==> src/rtl/hazard_ctrl_if.sv <==
// Signal bundle between the pipeline and hazard_ctrl: ID/EX and IF/ID hazard inputs,
// stall/flush/bubble/hold controls and the stall statistics counter.
interface hazard_ctrl_if #(
  parameter int unsigned CNT_W = 16
);
  logic             IDEX_MemRead_i;
  logic [4:0]       IDEX_RT_i;
  logic             IDEX_mul_i;
  logic [4:0]       IFID_RS_i;
  logic [4:0]       IFID_RT_i;
  logic             Branch_taken_i;
  logic             PC_write_o;
  logic             IFID_write_o;
  logic             IFID_flush_o;
  logic             IDEX_bubble_o;
  logic             IDEX_hold_o;
  logic             mul_busy_o;
  logic [CNT_W-1:0] stall_cnt_o;

  modport master (
    output IDEX_MemRead_i, IDEX_RT_i, IDEX_mul_i, IFID_RS_i, IFID_RT_i, Branch_taken_i,
    input  PC_write_o, IFID_write_o, IFID_flush_o, IDEX_bubble_o, IDEX_hold_o,
           mul_busy_o, stall_cnt_o
  );

  modport slave (
    input  IDEX_MemRead_i, IDEX_RT_i, IDEX_mul_i, IFID_RS_i, IFID_RT_i, Branch_taken_i,
    output PC_write_o, IFID_write_o, IFID_flush_o, IDEX_bubble_o, IDEX_hold_o,
           mul_busy_o, stall_cnt_o
  );
endinterface

==> src/rtl/hazard_ctrl.sv <==
// Hazard/stall controller for the 5-stage MIPS core: multiply occupancy, load-use, branch flush.
// Optional saturating stall counter enabled by defining HAZARD_STATS_EN.
module hazard_ctrl #(
  parameter int unsigned MUL_LAT = 4,
  parameter int unsigned CNT_W   = 16
) (
  input logic           clk_i,
  input logic           rst_i,
  hazard_ctrl_if.slave  bus
);

  typedef enum logic [0:0] {
    RUN  = 1'b0,
    BUSY = 1'b1
  } state_t;

  localparam logic [3:0] MCNT_INIT = 4'(MUL_LAT - 2);

  state_t     state_q, state_d;
  logic [3:0] mcnt_q, mcnt_d;
  logic       mul_stall_s;
  logic       load_use_s;
  logic       pc_write_s;
  logic       ifid_write_s;
  logic       ifid_flush_s;
  logic       idex_bubble_s;
  logic       idex_hold_s;

  // State and multiply countdown registers.
  always_ff @(posedge clk_i or posedge rst_i) begin
    if (rst_i) begin
      state_q <= RUN;
      mcnt_q  <= 4'd0;
    end else begin
      state_q <= state_d;
      mcnt_q  <= mcnt_d;
    end
  end

  // Next state; the release cycle (BUSY, mcnt==0) does not stall and ignores IDEX_mul_i.
  always_comb begin
    state_d     = state_q;
    mcnt_d      = mcnt_q;
    mul_stall_s = 1'b0;
    case (state_q)
      RUN: begin
        if (bus.IDEX_mul_i) begin
          mul_stall_s = 1'b1;
          state_d     = BUSY;
          mcnt_d      = MCNT_INIT;
        end else begin
          state_d = RUN;
        end
      end
      BUSY: begin
        if (mcnt_q != 4'd0) begin
          mul_stall_s = 1'b1;
          mcnt_d      = mcnt_q - 4'd1;
        end else begin
          state_d = RUN;
        end
      end
      default: begin
        state_d = RUN;
        mcnt_d  = 4'd0;
      end
    endcase
  end

  assign load_use_s = bus.IDEX_MemRead_i && (bus.IDEX_RT_i != 5'd0) &&
                      ((bus.IDEX_RT_i == bus.IFID_RS_i) || (bus.IDEX_RT_i == bus.IFID_RT_i));

  // Output priority: reset, then multiply stall, then load-use bubble, then branch flush.
  always_comb begin
    pc_write_s    = 1'b1;
    ifid_write_s  = 1'b1;
    ifid_flush_s  = 1'b0;
    idex_bubble_s = 1'b0;
    idex_hold_s   = 1'b0;
    if (rst_i) begin
      pc_write_s   = 1'b0;
      ifid_write_s = 1'b0;
    end else if (mul_stall_s) begin
      pc_write_s   = 1'b0;
      ifid_write_s = 1'b0;
      idex_hold_s  = 1'b1;
    end else if (load_use_s) begin
      pc_write_s    = 1'b0;
      ifid_write_s  = 1'b0;
      idex_bubble_s = 1'b1;
    end else begin
      ifid_flush_s = bus.Branch_taken_i;
    end
  end

  assign bus.PC_write_o    = pc_write_s;
  assign bus.IFID_write_o  = ifid_write_s;
  assign bus.IFID_flush_o  = ifid_flush_s;
  assign bus.IDEX_bubble_o = idex_bubble_s;
  assign bus.IDEX_hold_o   = idex_hold_s;
  assign bus.mul_busy_o    = (state_q == BUSY);

`ifdef HAZARD_STATS_EN
  logic [CNT_W-1:0] stall_cnt_q;

  // Saturating count of cycles in which the PC was frozen.
  always_ff @(posedge clk_i or posedge rst_i) begin
    if (rst_i) begin
      stall_cnt_q <= {CNT_W{1'b0}};
    end else if (!pc_write_s && (stall_cnt_q != {CNT_W{1'b1}})) begin
      stall_cnt_q <= stall_cnt_q + CNT_W'(1);
    end else begin
      stall_cnt_q <= stall_cnt_q;
    end
  end

  assign bus.stall_cnt_o = stall_cnt_q;
`else
  assign bus.stall_cnt_o = {CNT_W{1'b0}};
`endif

endmodule

==> src/flat_wrapper.sv <==
// flat-port wrapper written by rule: the top's interface ports become plain ports
module hazard_ctrl_flat 
#(
  parameter int unsigned MUL_LAT = 4,
  parameter int unsigned CNT_W   = 16
)
  (clk_i, rst_i, bus_IDEX_MemRead_i, bus_IDEX_RT_i, bus_IDEX_mul_i, bus_IFID_RS_i, bus_IFID_RT_i, bus_Branch_taken_i, bus_PC_write_o, bus_IFID_write_o, bus_IFID_flush_o, bus_IDEX_bubble_o, bus_IDEX_hold_o, bus_mul_busy_o, bus_stall_cnt_o);
  hazard_ctrl_if #(.CNT_W(CNT_W)) bus_i ();
  input logic clk_i;
  input logic rst_i;
  input wire logic [$bits(bus_i.IDEX_MemRead_i)-1:0] bus_IDEX_MemRead_i;
  input wire logic [$bits(bus_i.IDEX_RT_i)-1:0] bus_IDEX_RT_i;
  input wire logic [$bits(bus_i.IDEX_mul_i)-1:0] bus_IDEX_mul_i;
  input wire logic [$bits(bus_i.IFID_RS_i)-1:0] bus_IFID_RS_i;
  input wire logic [$bits(bus_i.IFID_RT_i)-1:0] bus_IFID_RT_i;
  input wire logic [$bits(bus_i.Branch_taken_i)-1:0] bus_Branch_taken_i;
  output wire logic [$bits(bus_i.PC_write_o)-1:0] bus_PC_write_o;
  output wire logic [$bits(bus_i.IFID_write_o)-1:0] bus_IFID_write_o;
  output wire logic [$bits(bus_i.IFID_flush_o)-1:0] bus_IFID_flush_o;
  output wire logic [$bits(bus_i.IDEX_bubble_o)-1:0] bus_IDEX_bubble_o;
  output wire logic [$bits(bus_i.IDEX_hold_o)-1:0] bus_IDEX_hold_o;
  output wire logic [$bits(bus_i.mul_busy_o)-1:0] bus_mul_busy_o;
  output wire logic [$bits(bus_i.stall_cnt_o)-1:0] bus_stall_cnt_o;
  assign bus_i.IDEX_MemRead_i = bus_IDEX_MemRead_i;
  assign bus_i.IDEX_RT_i = bus_IDEX_RT_i;
  assign bus_i.IDEX_mul_i = bus_IDEX_mul_i;
  assign bus_i.IFID_RS_i = bus_IFID_RS_i;
  assign bus_i.IFID_RT_i = bus_IFID_RT_i;
  assign bus_i.Branch_taken_i = bus_Branch_taken_i;
  assign bus_PC_write_o = bus_i.PC_write_o;
  assign bus_IFID_write_o = bus_i.IFID_write_o;
  assign bus_IFID_flush_o = bus_i.IFID_flush_o;
  assign bus_IDEX_bubble_o = bus_i.IDEX_bubble_o;
  assign bus_IDEX_hold_o = bus_i.IDEX_hold_o;
  assign bus_mul_busy_o = bus_i.mul_busy_o;
  assign bus_stall_cnt_o = bus_i.stall_cnt_o;
  hazard_ctrl #(.MUL_LAT(MUL_LAT), .CNT_W(CNT_W)) u_core (.clk_i(clk_i), .rst_i(rst_i), .bus(bus_i));
endmodule
==> config.mk <==
export PLATFORM = sky130hd
export DESIGN_NAME = hazard_ctrl_flat
export DESIGN_NICKNAME = d
export VERILOG_FILES = /design/src/rtl/hazard_ctrl_if.sv /design/src/rtl/hazard_ctrl.sv /design/src/flat_wrapper.sv
export SDC_FILE = /design/constraint.sdc
export NUM_CORES = 1
export LEC_CHECK = 0
export CAP_MARGIN = 10
export CORE_MARGIN = 2
export CORE_UTILIZATION = 35
export CTS_CLUSTER_DIAMETER = 150
export DETAILED_ROUTE_END_ITERATION = 10
export GPL_TIMING_DRIVEN = 0
export PLACE_DENSITY = 0.91
export SLEW_MARGIN = 20
export SYNTH_ARGS = -nofsm -noshare
export SYNTH_HDL_FRONTEND = slang
export SYNTH_SLANG_ARGS = --single-unit
==> constraint.sdc <==
create_clock -name clk_i -period 2.8 [get_ports clk_i]
set_clock_uncertainty 0.1 [all_clocks]
set_input_delay 0.56 -clock clk_i [delete_from_list [all_inputs] [get_ports clk_i]]
set_output_delay 0.56 -clock clk_i [all_outputs]
set_load 0.02 [all_outputs]
==> flow_summary.toml <==
[sta]
setup_viol = 0
finalMaxSlewViolations = 0
grt_setup_unrepaired = "false"
min_period_ns = 2.74
maxClockFrequency_ghz = 0.364
hold_viol = 0
fin_crit_sh = 0.980
final.setup.tns_ns = 0

[worst_setup_path]
critPathKind = "in2out"
critPathCaptureType = "output port"
worstPathMaxFanout = 3
cp-start-kind = "input port"
arrival_ns = 2.08
cp_data_required_time_ns = 2.14

[run_status]
status = "finished, final reports clean"

[place]
dpl_cell_area_um2 = 875
port_buffers = 25
dp_hpwl_um = 1040
routabilityCongestion = 0.626

[clock_network]
clk_pin_slew_ns = 0.04
root_buffer = "clkbuf_4"
clock_latency_ns = 0.24
cts_tree = "yes"
clk_path_buf_depth = 2
cts_inserted_buffers = 3
cts_setup_buffers = 0
htree_levels = 1
clkSinkCount = 5

[route]
firstDrtPassIters = 3
ant_nets = 0
via_count = 532
avgViaCountPerCell = 4.22
drc_errors = 0
routed_wl_um = 1240
drt_iter0_markers = 5
wire_per_inst_um = 9.85

[layout]
syn_to_final_growth_pct = 66.2
final_cell_mix = "18 x buf_4, 16 x conb_1, 16 x clkdlybuf4s50_1"
final_core_util = 0.612
drive_above_1_share = 0.255
final_common_cell = "buf_4"
antenna-diode-count = 0
fin_nets = 132
fill_cells = 130
fin_area_um2 = 911

[floorplanning]
die_width_um = 43.6
placeableCoreArea_um2 = 1490
die_area_um2 = 1900
row_count = 14
start_util = 0.368
die_y_um = 43.6
io-pin-count = 42

[logic_synthesis]
seq_area_frac_synth = 0.228
yosys-top-cells-area = "buf_4 23%, dfrtp_1 23%, xnor2_1 16%"
synth_cell_type_count = 24
synth_area_um2 = 548
synth_top_area_cell = "buf_4"
syn_area_per_cell_um2 = 8.30
synth_top_area_frac = 0.233
synth_warnings = 0
yosys_register_bits = 5
synth_cells = 66

[run]
maxCapViolCount = 0

[global_route]
grt_pass1_wl_um = 1880
grt_pass1_vias = 497
antenna_found_initial = 0
grt_max_degree = 9
grt_usage = 0.133
grt_overflow = 0

[pwr]
vdd_drop_max_uv = 389
leakage_nw = 0.460
p_per_area_nw_per_um2 = 591

[min_path]
hold_class = "in2async"
[cells in the mapped netlist]
cell type	instances
conb_1	1
a211oi_2	1
and2_1	1
or4_1	2
o21ai_0	3
nor2_1	1
mux2i_1	1
nand4b_1	1
o21a_1	1
ha_1	1
o22a_1	1
nand2_1	4
xnor2_1	10
nand2b_1	2
or2_1	1
inv_1	5
nand3_1	2
a21oi_1	2
dfrtp_1	5
and3b_1	1
o22ai_1	1
o31a_1	1
buf_4	17
nor3b_1	1
[layout make-up]
cell class | count | area, um^2 | share of cell area
clock buffers | 4 | 26.3 | 0.0288
plain buffers | 17 | 128 | 0.140
multi-input cells | 54 | 352 | 0.386
flip-flops and latches | 5 | 125 | 0.137
inverters | 5 | 18.8 | 0.0206
repair buffers | 25 | 241 | 0.265
well taps | 16 | 20.0 | 0.0220
[final timing paths]
path | startpoint | endpoint | slack, ns | cells after the start
worst min register to register | u_core.mcnt_q[3]$_DFFE_PP0P_ | u_core.mcnt_q[3]$_DFFE_PP0P_ | 0.46 | 1
min in group clk_i | u_core.mcnt_q[3]$_DFFE_PP0P_ | u_core.mcnt_q[3]$_DFFE_PP0P_ | 0.46 | 1
max in group asynchronous | rst_i | u_core.mcnt_q[3]$_DFFE_PP0P_ | 1.98 | 2
worst max register to register | u_core.mcnt_q[0]$_DFFE_PP0P_ | u_core.mcnt_q[3]$_DFFE_PP0P_ | 1.21 | 5
worst min-delay path | rst_i | u_core.mcnt_q[1]$_DFFE_PP0P_ | 0.45 | 2
worst max-delay path | bus_IDEX_RT_i[0] | bus_IFID_write_o | 0.06 | 5
[worst max-delay path, cell delays in order]
cell             delay [ns]
dlygate4sd2_1          0.27
or4_1                  0.54
o21a_1                 0.23
a21oi_2                0.16
clkdlybuf4s15_1        0.32
[sequential cells by signal, summed over array words and instances (netlist names)]
register / flops
u_core.bus.mul_busy_o: 1
u_core.mcnt_q: 4
[kinds of logic (layout without fill, tap and decap cells)]
logic type                 count (synthesis)  in the layout  synth area share
muxes                                      1              1            0.0183
AOI/OAI and AO/OA                         10             10             0.126
adders and majority gates                  1              1            0.0228
buffers and inverters                     22             51             0.267
xor gates and xnor gates                  10             10             0.160
other                                      1             16           0.00684
and+or+nand+nor                           16             16             0.171
DFF                                        5              5             0.228
[per-layer routing]
layer,wire length (um),global-route usage
met2,668,0.250
met1,461,0.131
met5,0,0
met4,0,0.0727
met3,111,0.0292
[metrics by stage]
stage | hold slack (ns) | std cells | worst slack (ns) | total power, mW
after floorplan | 0.244 | 81 | 0.248 | 0.342
after global placement | 0.407 | 122 | -0.538 | 0.432
after detailed placement | 0.435 | 122 | -0.576 | 0.453
after CTS | 0.436 | 126 | 0.0104 | 0.543
after global routing | 0.476 | 126 | 0.0130 | 0.584
final | 0.446 | 126 | 0.0557 | 0.539
[what timing repair did]
action	in CTS	in global routing
pin swaps	1	1
gates resized for setup	16	5
hold buffers	0	0
setup endpoints to repair	5	5
[where the power goes]
group	total [mW]	leakage, nW	internal [mW]	switching [mW]
Sequential	0.146	0.0595	0.108	0.0382
Clock	0.0818	0.0150	0.0538	0.0280
Combinational	0.311	0.386	0.158	0.153
Total	0.539	0.460	0.319	0.219
(Power assumes the default switching activity.)
